File: config.mk
export PLATFORM = sky130hd
export DESIGN_NAME = mac_stream_feeder
export DESIGN_NICKNAME = d
export VERILOG_FILES = /design/src/rtl/mac_pkg.sv /design/src/rtl/feeder_ctrl.sv /design/src/rtl/mac_stream_feeder.sv
export SDC_FILE = /design/constraint.sdc
export NUM_CORES = 1
export LEC_CHECK = 0
export ABC_AREA = 1
export ABC_CLOCK_PERIOD_IN_PS = 4800
export BUFFER_PORTS_ARGS = -buffer_cell sky130_fd_sc_hd__buf_2
export CAP_MARGIN = 5
export CORE_MARGIN = 5
export CORE_UTILIZATION = 51
export DETAILED_ROUTE_END_ITERATION = 8
export PLACE_DENSITY = 0.76
export SYNTH_ARGS = -nofsm -noshare
export SYNTH_HDL_FRONTEND = slang
export SYNTH_HIERARCHICAL = 1
export SYNTH_SLANG_ARGS = --single-unit
File: constraint.sdc
create_clock -name clk -period 4.8 [get_ports clk]
set_input_delay 0 -clock clk [delete_from_list [all_inputs] [get_ports clk]]
set_output_delay 0 -clock clk [all_outputs]
set_load 0.005 [all_outputs]
File: src/rtl/mac_pkg.sv
// Shared types and sizing helpers for the MAC stream datapath.
// Latency: n/a (declarations only).
// Backpressure: n/a (declarations only).
package mac_pkg;

    // Data lane width of the vector stream.
    localparam int LANE_W = 32;

    // Default geometry: beats per pass, passes per run, MAC lanes.
    localparam int DEF_J = 14;
    localparam int DEF_I = 7;
    localparam int DEF_A = 2;

    typedef enum logic [1:0] {
        IDLE,
        STREAM,
        WAIT,
        DONE
    } feeder_state_t;

    // Counter width able to hold the value n itself, not just 0..n-1.
    function automatic int cnt_width(input int n);
        return $clog2(n) + 1;
    endfunction

endpackage

File: src/rtl/feeder_ctrl.sv
// Run sequencer: FSM plus beat (k) and pass counters, emits read addresses and strobes.
// Latency: strobes/addresses are combinational from state; STREAM entered 1 edge after start/beta.
// Backpressure: none on the stream; between passes it stalls in WAIT until beta_tvalid.
module feeder_ctrl
    import mac_pkg::*;
#(
    parameter int J = DEF_J,
    parameter int I = DEF_I,
    localparam int J_WIDTH = cnt_width(J),
    localparam int I_WIDTH = cnt_width(I),
    localparam int M_WIDTH = cnt_width(I * J)
) (
    input  logic               clk,
    input  logic               rst,
    input  logic               start,
    input  logic               beta_tvalid,
    output logic               idle,
    output logic               in_done,
    output logic               beat_vld,
    output logic               beat_last,
    output logic [J_WIDTH-1:0] beat_idx,
    output logic [M_WIDTH-1:0] mat_addr,
    output logic [I_WIDTH-1:0] pass_cnt
);

    feeder_state_t      state, state_nxt;
    logic [J_WIDTH-1:0] k, k_nxt;
    logic [I_WIDTH-1:0] pass, pass_nxt;
    logic               k_at_end;

    assign k_at_end = (k == J_WIDTH'(J - 1));

    // State and counter registers.
    always_ff @(posedge clk) begin
        if (rst) begin
            state <= IDLE;
            k     <= '0;
            pass  <= '0;
        end else begin
            state <= state_nxt;
            k     <= k_nxt;
            pass  <= pass_nxt;
        end
    end

    // Next-state and counter update; k only restarts by explicit clear.
    always_comb begin
        state_nxt = state;
        k_nxt     = k;
        pass_nxt  = pass;
        case (state)
            IDLE: begin
                if (start) begin
                    state_nxt = STREAM;
                    k_nxt     = '0;
                    pass_nxt  = '0;
                end
            end
            STREAM: begin
                if (k_at_end) begin
                    state_nxt = WAIT;
                end else begin
                    k_nxt = k + J_WIDTH'(1);
                end
            end
            WAIT: begin
                if (beta_tvalid) begin
                    if (pass < I_WIDTH'(I - 1)) begin
                        pass_nxt  = pass + I_WIDTH'(1);
                        k_nxt     = '0;
                        state_nxt = STREAM;
                    end else begin
                        state_nxt = DONE;
                    end
                end
            end
            DONE: begin
                state_nxt = IDLE;
            end
            default: begin
                state_nxt = IDLE;
            end
        endcase
    end

    assign idle      = (state == IDLE);
    assign in_done   = (state == DONE);
    assign beat_vld  = (state == STREAM);
    assign beat_last = (state == STREAM) && k_at_end;
    assign beat_idx  = k;
    assign pass_cnt  = pass;
    // Full-width bank offset: largest address (I-1)*J + J-1 fits M_WIDTH.
    assign mat_addr  = M_WIDTH'(pass) * M_WIDTH'(J) + M_WIDTH'(k);

endmodule

File: src/rtl/mac_stream_feeder.sv
// Vector/mask store that streams I passes of J beats into the MAC on start.
// Latency: beat 0 valid 2 edges after start (or after beta_tvalid); all outputs registered.
// Backpressure: streams have no ready; the next pass is held off until beta_tvalid.
module mac_stream_feeder
    import mac_pkg::*;
#(
    parameter int J = DEF_J,
    parameter int I = DEF_I,
    parameter int A = DEF_A,
    localparam int J_WIDTH = cnt_width(J),
    localparam int I_WIDTH = cnt_width(I),
    localparam int M_WIDTH = cnt_width(I * J)
) (
    input  logic               clk,
    input  logic               rst,
    input  logic               vec_wr_en,
    input  logic [J_WIDTH-1:0] vec_wr_addr,
    input  logic [LANE_W-1:0]  vec_wr_data,
    input  logic               mat_wr_en,
    input  logic [M_WIDTH-1:0] mat_wr_addr,
    input  logic [A-1:0]       mat_wr_data,
    input  logic               start,
    input  logic               beta_tvalid,
    output logic [LANE_W-1:0]  vinput,
    output logic               vinput_tvalid,
    output logic               vinput_tlast,
    output logic [A-1:0]       M_row,
    output logic               M_row_tvalid,
    output logic               M_row_tlast,
    output logic [I_WIDTH-1:0] pass_idx,
    output logic               busy,
    output logic               done
);

    localparam int J_AW = $clog2(J);
    localparam int M_AW = $clog2(I * J);

    // Storage is deliberately not reset so a run can be repeated after rst.
    logic [LANE_W-1:0] vec [J];
    logic [A-1:0]      mat [I*J];

    logic               idle, in_done, beat_vld, beat_last;
    logic [J_WIDTH-1:0] beat_idx;
    logic [M_WIDTH-1:0] mat_addr;
    logic [I_WIDTH-1:0] pass_cnt;

    logic [LANE_W-1:0]  vinput_q;
    logic [A-1:0]       m_row_q;
    logic               strm_vld_q, strm_last_q;
    logic [I_WIDTH-1:0] pass_q;
    logic               busy_q, done_q;
    logic               wr_ok;
    logic [LANE_W-1:0]  vec_rd;
    logic [A-1:0]       mat_rd;

    feeder_ctrl #(
        .J (J),
        .I (I)
    ) u_ctrl (
        .clk         (clk),
        .rst         (rst),
        .start       (start),
        .beta_tvalid (beta_tvalid),
        .idle        (idle),
        .in_done     (in_done),
        .beat_vld    (beat_vld),
        .beat_last   (beat_last),
        .beat_idx    (beat_idx),
        .mat_addr    (mat_addr),
        .pass_cnt    (pass_cnt)
    );

    // Host writes land only when the sequencer is idle and busy has dropped.
    assign wr_ok = idle && !busy_q;

    // Host write port; out-of-range addresses are discarded.
    always_ff @(posedge clk) begin
        if (wr_ok && vec_wr_en && (vec_wr_addr < J_WIDTH'(J))) begin
            vec[vec_wr_addr[J_AW-1:0]] <= vec_wr_data;
        end
        if (wr_ok && mat_wr_en && (mat_wr_addr < M_WIDTH'(I * J))) begin
            mat[mat_wr_addr[M_AW-1:0]] <= mat_wr_data;
        end
    end

    // Combinational storage read at the sequencer's addresses, guarded to the array bounds.
    always_comb begin
        vec_rd = '0;
        mat_rd = '0;
        if (beat_idx < J_WIDTH'(J)) begin
            vec_rd = vec[beat_idx[J_AW-1:0]];
        end
        if (mat_addr < M_WIDTH'(I * J)) begin
            mat_rd = mat[mat_addr[M_AW-1:0]];
        end
    end

    // Output register stage; data holds its last beat while the stream is idle.
    always_ff @(posedge clk) begin
        if (rst) begin
            vinput_q    <= '0;
            m_row_q     <= '0;
            strm_vld_q  <= 1'b0;
            strm_last_q <= 1'b0;
            pass_q      <= '0;
            busy_q      <= 1'b0;
            done_q      <= 1'b0;
        end else begin
            strm_vld_q  <= beat_vld;
            strm_last_q <= beat_last;
            if (beat_vld) begin
                vinput_q <= vec_rd;
                m_row_q  <= mat_rd;
            end
            pass_q <= pass_cnt;
            busy_q <= !idle;
            done_q <= in_done;
        end
    end

    // One valid register and one last register feed both streams.
    assign vinput        = vinput_q;
    assign M_row         = m_row_q;
    assign vinput_tvalid = strm_vld_q;
    assign M_row_tvalid  = strm_vld_q;
    assign vinput_tlast  = strm_last_q;
    assign M_row_tlast   = strm_last_q;
    assign pass_idx      = pass_q;
    assign busy          = busy_q;
    assign done          = done_q;

endmodule

## Yosys cells after proc, flatten, opt, wreduce, memory -nomap -nowiden

Memories as Yosys holds them, arrays and structs flattened. A register that Yosys moved wholly into a read port is not among the register bits.
Index checks and enable logic that the tools add are counted.

- Eq/ne operators: 9
- Bitwise operators: 0
- Order comparisons: 5
- Add/sub/neg operators: 3
- Reduce and logical (&&, ||, !) cells: 14
- Shift operators: 0
- Div/mod/pow operators: 0
- Multipliers: 1
- Multiplexer cells: 22

Operator list:

| cell | count |
|---|---|
| $mux W32 | 1 |
| $mux W4 | 5 |
| $mux W5 | 4 |
| $lt A8 B7 Y1 const B | 2 |
| $pmux W5 S3 | 1 |
| $lt A5 B4 Y1 const B | 2 |
| $mux W2 | 5 |
| $add A8 B5 Y8 | 1 |
| $pmux W2 S4 | 1 |
| $pmux W4 S2 | 1 |
| $mul A4 B3 Y7 const B | 1 |
| $logic_and A1 B1 Y1 | 6 |
| $ne A2 B2 Y1 const B | 3 |
| $add A5 B1 Y5 const B | 1 |
| $eq A5 B4 Y1 const B | 1 |
| $reduce_and A5 Y1 | 1 |
| $add A4 B1 Y4 const B | 1 |
| $eq A2 B2 Y1 const B | 2 |
| $lt A4 B3 Y1 const B | 1 |
| $mux W1 | 4 |
| $ne A2 B1 Y1 const B | 2 |
| $reduce_and A4 Y1 | 1 |
| $reduce_and A3 Y1 | 1 |
| $reduce_bool A3 Y1 | 1 |
| other kinds (4) | 5 |

- Latch bits: 0
- Memory bits (writable): 644
- Register bits after elaboration: 53
- Input bits: 53
- Memory bits (read-only): 0
- Logic and storage cells: 66
- Output and inout port bits: 44
- Memories: 2

Memories:

| name | depth | width | read ports | clocked after memory_dff | wr ports | RTL line | source |
|---|---|---|---|---|---|---|---|
| vec | 14 | 32 | 1 | 1 | 1 | mac_stream_feeder.sv:39 | `logic [LANE_W-1:0] vec [J];` |
| mat | 98 | 2 | 1 | 0 | 1 | mac_stream_feeder.sv:40 | `logic [A-1:0] mat [I*J];` |

## Depth between registers and ports, before layout

- Depth in word-level cells: 6
- Mapped depth: 16

## Hierarchy

The synthesis kept the hierarchy.

By module, submodules not included:

| module | instances | cells an instance | area each (um^2) |
|---|---|---|---|
| mac_stream_feeder | 1 | 2347 | 27620.2 |
| feeder_ctrl | 1 | 154 | 1133.6 |

## Least setup slack after synthesis

OpenSTA, ideal clock, no wires.

- Kind: register -> register
- Start: register u_ctrl.state[1]
- End: memory vec[1][0], enable pin
- Cell stages (with the launch flop): 8
- Data arrival time: 3.461 ns
- Period minus slack after synthesis: 3.922 ns
- Path buffers: 0
- Data required time: 4.339 ns
- Path slack: 0.878 ns
- Cell sequence: dfxtp_1 > nor2_2 > inv_1 > nor2_1 > inv_1 > nor3_1 > nand3_1 > nor3_1

- Cells in the longest elaborated chain, start to end: 6

RTL lines:

| what | RTL line | source |
|---|---|---|
| start, declared | feeder_ctrl.sv:26 | `feeder_state_t state, state_nxt;` |
| start signal, assigned | feeder_ctrl.sv:40 | `state <= state_nxt;` |
| $logic_not A2 Y1 | feeder_ctrl.sv:86 | `assign idle = (state == IDLE);` |
| named net idle | mac_stream_feeder.sv:42 | `logic idle, in_done, beat_vld, beat_last;` |
| $logic_and A1 B1 Y1 | mac_stream_feeder.sv:74 | `assign wr_ok = idle && !busy_q;` |
| $logic_and A1 B1 Y1 (2 in a row) | mac_stream_feeder.sv:78 | `if (wr_ok && vec_wr_en && (vec_wr_addr < J_WIDTH'(J))) begin` |
| $mux W1 | mac_stream_feeder.sv:78 |  |
| $mux W1 (implied by the code) | mac_stream_feeder.sv:79 | `vec[vec_wr_addr[J_AW-1:0]] <= vec_wr_data;` |
| end, declared | mac_stream_feeder.sv:39 |  |

The timed path passes the listed nets, and every way through them passes these cells.

## Final worst setup path

- Start: register u_ctrl.pass[2] (netlist: u_ctrl/pass_cnt[2])
- End: register m_row_q[1] (netlist: M_row[1])

- Cells in the longest elaborated chain, start to end: 4

RTL lines:

| what | RTL line | source |
|---|---|---|
| start, declared | feeder_ctrl.sv:28 | `logic [I_WIDTH-1:0] pass, pass_nxt;` |
| start signal, assigned | feeder_ctrl.sv:42 | `pass <= pass_nxt;` |
| $mul A4 B3 Y7 (*) | feeder_ctrl.sv:93 | `assign mat_addr = M_WIDTH'(pass) * M_WIDTH'(J) + M_WIDTH'(k);` |
| $add A8 B5 Y8 (*) | feeder_ctrl.sv:93 |  |
| named net mat_addr[5] | mac_stream_feeder.sv:44 | `logic [M_WIDTH-1:0] mat_addr;` |
| $mem_v2 Z98 W2 or $lt A8 B7 Y1 (tied branches) | - |  |
| $mux W2 (*) | mac_stream_feeder.sv:93 | `if (mat_addr < M_WIDTH'(I * J)) begin` |
| end signal, assigned | mac_stream_feeder.sv:113 | `m_row_q <= mat_rd;` |
| end, declared | mac_stream_feeder.sv:48 | `logic [A-1:0] m_row_q;` |

Mark *: on every way through the listed nets, which the timed path passes. The rest lies on a longest branch.
A chain may end at the register's enable or synchronous reset.

==> run metrics <==
Crit Path Category flop to flop; M1 GR Usage 0.289; Final ANT Viol Nets 0; EDFF count, synth ~640; Cell Area, Synth 28,800 µm²; max_slew headroom 0.119; H-tree depth 3; Filler cells between 4k and 5k; Final Wtd Congestion 0.896; fin nets approximately 2.7k; max cap viols 0; CTS sink cnt 697; GRT Total Usage 0.222; hold crit path type input pin to flop; Num CTS Buffers 71; largest stage delay on the critical path between 0.5 and 0.6 ns; share of cells above drive strength 1 0.100; sequential area share after synthesis 0.709; Max VDD drop about 0.00030 V; final worst path period need 3.67 ns; fin cells approximately 3.4k; Multi-input gate area just over 7000 µm²; Most used DFF post-synth edfxtp_1; Yosys top cell area share 0.673; final WL around 69 mm; switching share of power 0.245; RSZ-0062 raised after global routing no; hold path cells 3; Clock Path Buffers 3; Final Cycle Share 0.764; RR Startpoint u_ctrl/pass_cnt[2]; net count after synthesis 2,573; CP top delay family adder cells; reg2reg path depth 13; drc violations 0; GR met3 Demand/Resource 0.0444; largest cells by area after synthesis edfxtp_1, nor2_1, nand2_1; vias in the first global route 19.3k; Rows between 80 and 90; Seq pwr share 0.498; end of the worst hold path vec[5][5]; Cells after Synth 2,501; run status finished clean; Final WS setup 1.13 ns; Post-synth top cells edfxtp_1, nor2_1, nand2_1; Post-CTS Setup Inserts 0; PD cells between 400 and 500 nW/µm²; Unique masters post-synth 39; CP startpoint kind flop; busiest grt layer met2; initial antenna violation count 1; worst path cell trace fa_1 > ha_1 > fa_1 > ha_1 > nand2_1 > nand2_1 > a31oi_1 > xor2_1 > inv_1 > o31ai_1 > a21oi_1 > nand2_1 > a21oi_1; top-count cell post-synth edfxtp_1; Worst Path Arrival slightly above 4 ns; Worst setup EP type flop; Worst-Skew Late Latency a little over 0.6 ns; Internal just over 10 mW; Combinational Power Share 0.103; Required @ worst endpoint 5.23 ns; detailed-route vias per instance 5.77; Die Wd roughly 250 µm; Worst Path Max Fanout 9; met2 GRT Util 0.372; # port buffers between 90 and 100; Psw 3.33 mW; average size of a mapped cell roughly 11 µm²; area grow syn2layout 12.7%; clk slew on worst S/H paths about 0.060 ns; Worst Tran Pin Value 1.32 ns; first-pass GRT wire length 107 mm; Ports just under 100; Yosys top cell by area edfxtp_1; Peak Freq 273 MHz; Setup TNS 0 ns; CTS tree done; worst hold start vec_wr_addr[0]; Buf/Inv on CP 1; HPWL Detailed about 37 mm; Core Area between 50,000 and 60,000 µm²; DIE AREA 61,200 µm²; Clk pwr share 0.399; FF+latch area between 20,000 and 25,000 µm²; Root Driver clkbuf_16; DR vias 19.6k; worst reg2reg endpoint M_row[1]; Pins Over Slew Limit 0; Place WS 1.19 ns; Overflow after GRT 0; Leak 11.4 nW; drt wl/cell 20.4 µm; CP max stage cell dfxtp_1; 1st-iter DRT viols 2,244; initial core utilization 0.512; most numerous cell on the critical path nand2_1; placed insts 3,229; Yosys reg bits roughly 700; Yosys warnings 6; Setup violations, final 0; DRT Pass-1 Iters 6; largest net degree at the start of global routing roughly 180; Die Ht approximately 250 µm; Worst Skew ~0.024 ns; r2r setup slk ~1.1 ns; Fin. Hold Viols 0; ys async rst share 0
==> layout make-up <==
class                   instances  area share
clock inverters                33     0.00996
clock buffers                  98      0.0611
repair buffers                158      0.0336
diodes                          1   0.0000772
well taps                     756      0.0292
inverters                     119      0.0139
multi-input cells            1536       0.222
flip-flops and latches        697       0.630
==> flip-flops by register name (all words and copies together), names as in the netlist, 2 cells and up <==
register and count:
u_ctrl/pass_cnt 4, u_ctrl/beat_idx 5, M_row 2, vinput 32, mat 196, pass_idx 4
u_ctrl/state 2, vec 448
==> worst max-delay path by stage <==
stage / to / slack (ns) / depth (start not counted) / start
final: M_row[1] / 1.13 / 13 / u_ctrl/pass_cnt[2]
after detailed placement: M_row[1] / 1.19 / 13 / u_ctrl/pass_cnt[1]
after floorplan: vec[1][0] / 0.88 / 7 / u_ctrl/state[1]
after global routing: M_row[0] / 0.89 / 13 / u_ctrl/pass_cnt[1]
after global placement: M_row[0] / 1.28 / 13 / u_ctrl/pass_cnt[1]
after CTS: M_row[1] / 1.15 / 13 / u_ctrl/pass_cnt[2]
==> cell families (layout without fill, tap and decap cells) <==
| group | Yosys count | after routing | share of synthesized area |
|---|---|---|---|
| DFF | 697 | 697 | 0.709 |
| and+or+nand+nor | 1021 | 1021 | 0.143 |
| other | 0 | 1 | 0 |
| buffers and inverters | 268 | 408 | 0.0433 |
| xor gates and xnor gates | 7 | 7 | 0.00213 |
| AOI/OAI and AO/OA | 489 | 489 | 0.0927 |
| adders and majority gates | 19 | 19 | 0.00957 |
==> worst register-to-register path: stages (launching register included) <==
cell and delay, ns:
dfxtp_1 0.56, fa_1 0.50, ha_1 0.22, fa_1 0.44, ha_1 0.35, nand2_1 0.09
nand2_1 0.05, a31oi_1 0.21, xor2_1 0.32, inv_1 0.18, o31ai_1 0.34, a21oi_1 0.09
nand2_1 0.07, a21oi_1 0.05
==> cell usage in the layout (no fill, tap or decap), types with 4 or more instances in the layout <==
cell / instances
inv_2: 7
dlygate4sd3_1: 37
o22ai_1: 82
nand3_1: 150
ha_1: 13
nor2_4: 14
o21ai_1: 20
edfxtp_1: 644
clkbuf_8: 4
clkinv_2: 13
fa_1: 5
a21oi_1: 75
nor2_1: 460
nand2_1: 379
clkbuf_1: 20
buf_12: 4
inv_1: 109
nor2_2: 4
dfxtp_1: 49
bufinv_16: 4
o21ai_0: 268
clkbuf_16: 74
clkinv_1: 10
buf_2: 96
buf_4: 21
o211ai_1: 36
xor2_1: 4
==> power groups by stage <==
stage,Sequential [mW],Combinational (mW),Clock (mW)
global route,6.77,1.53,5.73
global placement,6.88,1.30,0
CTS,6.76,1.38,5.47
floorplan,6.87,0.911,0
detailed placement,6.89,1.34,0
finish,6.76,1.39,5.41
==> through the flow <==
stage,util,cell area (µm²),power (mW),hold WS (ns)
after global placement,0.529,29700,8.19,0.338
after detailed placement,0.529,29700,8.23,0.360
after CTS,0.577,32400,13.6,0.0338
after floorplan,-,28800,7.78,0.0989
final,0.577,32400,13.6,0.0456
after global routing,0.577,32400,14.0,0.0599
==> layer usage <==
layer  up-vias  part of all wire
li1       8934                 -
met1      9474              0.38
met2      1005              0.49
met3       189             0.091
met4         2             0.037
met5         -           0.00010
==> timing repair <==
item / CTS / global route
resized for setup: 0 / 0
hold buffers: 37 / 0
endpoints found under the hold margin: 461 / 0
Note: power is estimated with default switching activity, not from simulation.
